$ cat src/rtl/uart_rx_pkg.sv
// Shared UART frame constants and receiver state encoding.
package uart_rx_pkg;

    localparam int unsigned DataBits = 8;
    localparam int unsigned StopBits = 1;

    typedef enum logic [2:0] {
        RxIdle,
        RxStart,
        RxData,
        RxStop,
        RxWaitHigh
    } rx_state_e;

    // Clocks occupied by one complete frame (start + data + stop).
    function automatic int unsigned frame_clks(input int unsigned clks_per_bit);
        return (1 + DataBits + StopBits) * clks_per_bit;
    endfunction

endpackage

$ cat src/rtl/uart_rx_if.sv
// Pad-side serial input and SIO register-side receive signals of the UART receiver.
interface uart_rx_if;
    logic       serial_in;
    logic       rx_read;
    logic [7:0] rx_data;
    logic       rx_valid;
    logic       rx_irq;
    logic       overrun;
    logic       framing_error;

    modport master (
        output serial_in,
        output rx_read,
        input  rx_data,
        input  rx_valid,
        input  rx_irq,
        input  overrun,
        input  framing_error
    );

    modport slave (
        input  serial_in,
        input  rx_read,
        output rx_data,
        output rx_valid,
        output rx_irq,
        output overrun,
        output framing_error
    );
endinterface

$ cat src/rtl/uart_rx_sync2.sv
// Two-flop synchroniser for asynchronous pad inputs, with a configurable reset value.
module uart_rx_sync2 #(
    parameter logic ResetVal = 1'b1
) (
    input  logic clk_i,
    input  logic rst_i,
    input  logic d_i,
    output logic q_o
);

    logic meta_q;
    logic sync_q;

    always_ff @(posedge clk_i or posedge rst_i) begin
        if (rst_i) begin
            meta_q <= ResetVal;
            sync_q <= ResetVal;
        end else begin
            meta_q <= d_i;
            sync_q <= meta_q;
        end
    end

    assign q_o = sync_q;

endmodule

$ cat src/rtl/uart_rx.sv
// 8N1 asynchronous serial receiver: mid-bit sampling, byte holding register,
// one-cycle receive interrupt and sticky overrun / framing-error flags.
module uart_rx
    import uart_rx_pkg::*;
#(
    parameter int unsigned ClksPerBit = 16
) (
    input logic      clk_i,
    input logic      rst_i,
    uart_rx_if.slave rx_if
);

    localparam int unsigned CntW = $clog2(ClksPerBit);
    localparam int unsigned BitW = $clog2(DataBits);
    localparam logic [CntW-1:0] HalfM1 = CntW'(ClksPerBit / 2 - 1);
    localparam logic [CntW-1:0] FullM1 = CntW'(ClksPerBit - 1);
    localparam logic [BitW-1:0] LastBit = BitW'(DataBits - 1);

    logic rxs;

    rx_state_e             state_q, state_d;
    logic [CntW-1:0]       cnt_q, cnt_d;
    logic [BitW-1:0]       bit_q, bit_d;
    logic [DataBits-1:0]   shift_q, shift_d;
    logic [DataBits-1:0]   data_q, data_d;
    logic                  valid_q, valid_d;
    logic                  irq_q, irq_d;
    logic                  ovr_q, ovr_d;
    logic                  fe_q, fe_d;

    uart_rx_sync2 #(
        .ResetVal(1'b1)
    ) u_sync (
        .clk_i(clk_i),
        .rst_i(rst_i),
        .d_i  (rx_if.serial_in),
        .q_o  (rxs)
    );

    always_ff @(posedge clk_i or posedge rst_i) begin
        if (rst_i) begin
            state_q <= RxIdle;
            cnt_q   <= '0;
            bit_q   <= '0;
            shift_q <= '0;
            data_q  <= '0;
            valid_q <= 1'b0;
            irq_q   <= 1'b0;
            ovr_q   <= 1'b0;
            fe_q    <= 1'b0;
        end else begin
            state_q <= state_d;
            cnt_q   <= cnt_d;
            bit_q   <= bit_d;
            shift_q <= shift_d;
            data_q  <= data_d;
            valid_q <= valid_d;
            irq_q   <= irq_d;
            ovr_q   <= ovr_d;
            fe_q    <= fe_d;
        end
    end

    always_comb begin
        state_d = state_q;
        cnt_d   = cnt_q;
        bit_d   = bit_q;
        shift_d = shift_q;
        data_d  = data_q;
        valid_d = valid_q;
        irq_d   = 1'b0;
        ovr_d   = ovr_q;
        fe_d    = fe_q;

        // A register read clears the flags; completion/error below override it.
        if (rx_if.rx_read) begin
            valid_d = 1'b0;
            ovr_d   = 1'b0;
            fe_d    = 1'b0;
        end

        unique case (state_q)
            RxIdle: begin
                if (!rxs) begin
                    cnt_d   = HalfM1;
                    state_d = RxStart;
                end
            end
            RxStart: begin
                if (cnt_q != '0) begin
                    cnt_d = cnt_q - 1'b1;
                end else if (!rxs) begin
                    cnt_d   = FullM1;
                    bit_d   = '0;
                    state_d = RxData;
                end else begin
                    state_d = RxIdle;
                end
            end
            RxData: begin
                if (cnt_q != '0) begin
                    cnt_d = cnt_q - 1'b1;
                end else begin
                    // Shifting in at the MSB leaves the first bit received in bit 0.
                    shift_d = {rxs, shift_q[DataBits-1:1]};
                    cnt_d   = FullM1;
                    if (bit_q == LastBit) begin
                        state_d = RxStop;
                    end else begin
                        bit_d = bit_q + 1'b1;
                    end
                end
            end
            RxStop: begin
                if (cnt_q != '0) begin
                    cnt_d = cnt_q - 1'b1;
                end else if (rxs) begin
                    data_d  = shift_q;
                    valid_d = 1'b1;
                    irq_d   = 1'b1;
                    if (valid_q && !rx_if.rx_read) begin
                        ovr_d = 1'b1;
                    end
                    state_d = RxIdle;
                end else begin
                    fe_d    = 1'b1;
                    state_d = RxWaitHigh;
                end
            end
            RxWaitHigh: begin
                // Hold off until the line idles so a break is not seen as a start bit.
                if (rxs) begin
                    state_d = RxIdle;
                end
            end
            default: state_d = RxIdle;
        endcase
    end

    assign rx_if.rx_data       = data_q;
    assign rx_if.rx_valid      = valid_q;
    assign rx_if.rx_irq        = irq_q;
    assign rx_if.overrun       = ovr_q;
    assign rx_if.framing_error = fe_q;

endmodule

$ cat src/flat_wrapper.sv
// flat-port wrapper written by rule: the top's interface ports become plain ports
module uart_rx_flat import uart_rx_pkg::*;
#(
    parameter int unsigned ClksPerBit = 16
)
  (clk_i, rst_i, rx_if_serial_in, rx_if_rx_read, rx_if_rx_data, rx_if_rx_valid, rx_if_rx_irq, rx_if_overrun, rx_if_framing_error);
  uart_rx_if rx_if_i ();
  input logic clk_i;
  input logic rst_i;
  input wire logic [$bits(rx_if_i.serial_in)-1:0] rx_if_serial_in;
  input wire logic [$bits(rx_if_i.rx_read)-1:0] rx_if_rx_read;
  output wire logic [$bits(rx_if_i.rx_data)-1:0] rx_if_rx_data;
  output wire logic [$bits(rx_if_i.rx_valid)-1:0] rx_if_rx_valid;
  output wire logic [$bits(rx_if_i.rx_irq)-1:0] rx_if_rx_irq;
  output wire logic [$bits(rx_if_i.overrun)-1:0] rx_if_overrun;
  output wire logic [$bits(rx_if_i.framing_error)-1:0] rx_if_framing_error;
  assign rx_if_i.serial_in = rx_if_serial_in;
  assign rx_if_i.rx_read = rx_if_rx_read;
  assign rx_if_rx_data = rx_if_i.rx_data;
  assign rx_if_rx_valid = rx_if_i.rx_valid;
  assign rx_if_rx_irq = rx_if_i.rx_irq;
  assign rx_if_overrun = rx_if_i.overrun;
  assign rx_if_framing_error = rx_if_i.framing_error;
  uart_rx #(.ClksPerBit(ClksPerBit)) u_core (.clk_i(clk_i), .rst_i(rst_i), .rx_if(rx_if_i));
endmodule
$ cat config.mk
export PLATFORM = sky130hd
export DESIGN_NAME = uart_rx_flat
export DESIGN_NICKNAME = d
export VERILOG_FILES = /design/src/rtl/uart_rx_pkg.sv /design/src/rtl/uart_rx_if.sv /design/src/rtl/uart_rx_sync2.sv /design/src/rtl/uart_rx.sv /design/src/flat_wrapper.sv
export SDC_FILE = /design/constraint.sdc
export NUM_CORES = 1
export LEC_CHECK = 0
export BUFFER_PORTS_ARGS = -buffer_cell sky130_fd_sc_hd__buf_4
export CORE_MARGIN = 5
export CORE_UTILIZATION = 42
export DETAILED_ROUTE_END_ITERATION = 10
export HOLD_SLACK_MARGIN = 0.15
export REMOVE_ABC_BUFFERS = 1
export SYNTH_ARGS = -nofsm -noshare
export SYNTH_HDL_FRONTEND = slang
export SYNTH_SLANG_ARGS = --single-unit
export TNS_END_PERCENT = 20
$ cat constraint.sdc
create_clock -name clk_i -period 2.35 [get_ports clk_i]
set_input_delay 0.5875 -clock clk_i [delete_from_list [all_inputs] [get_ports clk_i]]
set_output_delay 0.5875 -clock clk_i [all_outputs]
set_load 0.01 [all_outputs]
==> results.md <==
- Sequential Power Share: 0.473
- CP Class: reg2reg
- Iteration-0 DRC Markers: 30
- DIE WIDTH: 68.9 um
- Largest net degree at the start of global routing: 33
- Ant diodes: 0
- Die area: 4740 um2
- Sequential cell area fraction in the yosys report: 0.552
- Yosys reg bits: 32
- Yosys cell types: 36
- Final hold viol count: 0
- Commonest non-fill, non-tap cell in the layout: dfrtp_1
- Buffers on Ports: 15
- Cell Count, Final, Fillers Out: 174
- Share of layout cells above drive strength 1: 0.406
- Antenna violations before repair: 0
- Ports: 16
- Fin. max-slew vios: 0
- DPL Wire Length: 1700 um
- First-pass GRT wire length: 4170 um
- Post-synth EDFFs: 0
- Ys flop type: dfrtp_1
- Max cap viols: 0
- Synth async-reset ratio: 1.00
- Worst Skew: 0.0113 ns
- Placed Cells: 166
- Switching Share: 0.297
- Combinational cell fraction of total power: 0.244
- TritonCTS clock tree: done
- Site Rows: 21
- Htree depth: 2
- Final setup viols: 0
- Clock Power Share: 0.284
- VDD IR max: 0.530 mV
- Final min period: 2.09 ns
- Synth-to-layout area growth: 16.7%
- Clock transition at path regs: 0.10 ns
- Syn Inst Count: 109
- Routed WL: 2390 um
- Internal power: 1150 uW
- Pwr/cell area: 961 nW/um2
- Netlist Area Pre-Place: 1460 um2
- Warnings from Yosys: 0
- Vias in the first global route: 882
- Max transition margin: 0.710
- Root Driver: clkbuf_4
- P_sw: 485 uW
- Worst skew pair latency: 0.32 ns
- Total Routing Usage GR: 0.121
- Crit path DAT: 2.30 ns
- Leak: 0.000866 uW
- Avg Synthesized Cell Area: 13.3 um2
- Die height: 68.9 um
- DRT antenna net count: 0
- Total power: 1630 uW
- Starting Density: 0.436
- RSZ-0062 raised after global routing: false
- Post-CTS setup buffer count: 0
- Filler Cell Count: 290
- CP endpoint kind: register
- Final core occ: 0.509
- Slew @ Worst Pin: 0.435 ns
- Core footprint: 3340 um2
- CP startpoint kind: register
- Status: finished clean
- Vias: 886
- Clk buf depth: 2
- Nets: 134
- GRT Residual Overflow: 0
- Max Fclk: 480 MHz
- Most frequent cells in the layout: dfrtp_1, buf_4, mux2_2
- Worst EP required: 2.56 ns
- CTS-repair resized insts: 0
- TNS Setup: 0 ns
- Worst hold path class: in2async
- Num Clock Sinks: 32
- # hold bufs at CTS: 0
- Routed len/inst: 13.7 um
- RD Place Congestion: 0.801
- DRT Pass-1 Iters: 4
- Vias per inst: 5.09
- Worst-path maximum fanout: 11
- CTS buffer count: 5
- Drt drc: 0
- Period utilisation layout: 0.887
per-layer routing:
layer | global-route usage | vias to the layer above | part of all wire
li1 | - | 432 | -
met1 | 0.155 | 437 | 0.45
met2 | 0.186 | 15 | 0.49
met3 | 0.0551 | 2 | 0.054
met4 | 0.0292 | 0 | 0.0063
met5 | 0 | - | 0
synth_stat cells (2+ instances only):
master | instances | share of area
a22o_1 | 2 | 0.012
dfstp_2 | 2 | 0.036
nor2_1 | 4 | 0.010
o22ai_1 | 3 | 0.013
ha_1 | 3 | 0.026
nand2b_1 | 3 | 0.013
buf_2 | 2 | 0.0069
mux2_4 | 7 | 0.072
inv_1 | 9 | 0.023
and4bb_2 | 2 | 0.017
dfrtp_1 | 30 | 0.52
o21ai_0 | 2 | 0.0069
mux2_2 | 12 | 0.093
nor3b_1 | 4 | 0.021
nand2_1 | 2 | 0.0052
a21oi_1 | 2 | 0.0069
cell type report:
type	count	area (um2)	share of cell area
clock inverters	1	30.0	0.0177
inverters	9	33.8	0.0199
multi-input cells	63	588	0.346
flip-flops and latches	32	803	0.473
repair buffers	16	120	0.0707
clock buffers	7	65.1	0.0383
well taps	46	57.6	0.0339
power by group through the flow:
stage / sequential (uW) / combinational (uW) / clock (uW)
finish: 771 / 398 / 463
global route: 792 / 447 / 498
CTS: 771 / 407 / 473
detailed placement: 782 / 404 / 0
global placement: 774 / 382 / 0
floorplan: 754 / 314 / 0
per-stage QoR:
step / setup WS, ns / hold slack (ns) / area [um2]
after global placement: 0.334 / 0.346 / 1600
after CTS: 0.239 / 0.347 / 1700
after floorplan: 0.512 / 0.345 / 1430
after global routing: 0.110 / 0.341 / 1700
final: 0.265 / 0.335 / 1700
after detailed placement: 0.262 / 0.350 / 1600
state kept, by name (all words and copies together) (netlist names):
register                    flops
u_core.shift_q                  8
u_core.u_sync.meta_q            1
u_core.rx_if.rx_valid           1
u_core.cnt_q                    4
u_core.rx_if.framing_error      1
u_core.bit_q                    3
u_core.rx_if.overrun            1
u_core.u_sync.q_o               1
u_core.rx_if.rx_irq             1
u_core.rx_if.rx_data            8
u_core.state_q                  3
worst paths after layout:
kind	cells past startpoint	from	to	slack [ns]
min in group clk_i	0	u_core.u_sync.meta_q	u_core.u_sync.q_o	0.36
hold reg to reg	0	u_core.u_sync.meta_q	u_core.u_sync.q_o	0.36
setup / recovery	5	u_core.cnt_q[0]	u_core.rx_if.rx_data[4]	0.26
setup reg to reg	5	u_core.cnt_q[0]	u_core.rx_if.rx_data[4]	0.26
max in group asynchronous	3	rst_i	u_core.u_sync.meta_q	1.69
hold / removal	3	rst_i	u_core.rx_if.rx_irq	0.34
critical path: stages (launching register included):
cell and delay [ns]:
dfrtp_1 0.41, inv_1 0.09, ha_1 0.27, nor4b_4 0.36, nand4_2 0.42, mux2_4 0.43
cells by family (layout without fill, tap and decap cells):
| logic type | count (synthesis) | count (layout) | synth area share |
|---|---|---|---|
| adder cells (fa/ha/maj) | 3 | 3 | 0.0258 |
| AND/OR/NAND/NOR | 24 | 24 | 0.126 |
| multiplexers | 20 | 20 | 0.172 |
| AO/OA/AOI/OAI | 16 | 16 | 0.0800 |
| buffers and inverters | 14 | 33 | 0.0438 |
| flip-flops | 32 | 32 | 0.552 |
No activity file was read; power rests on OpenSTA's default activity.
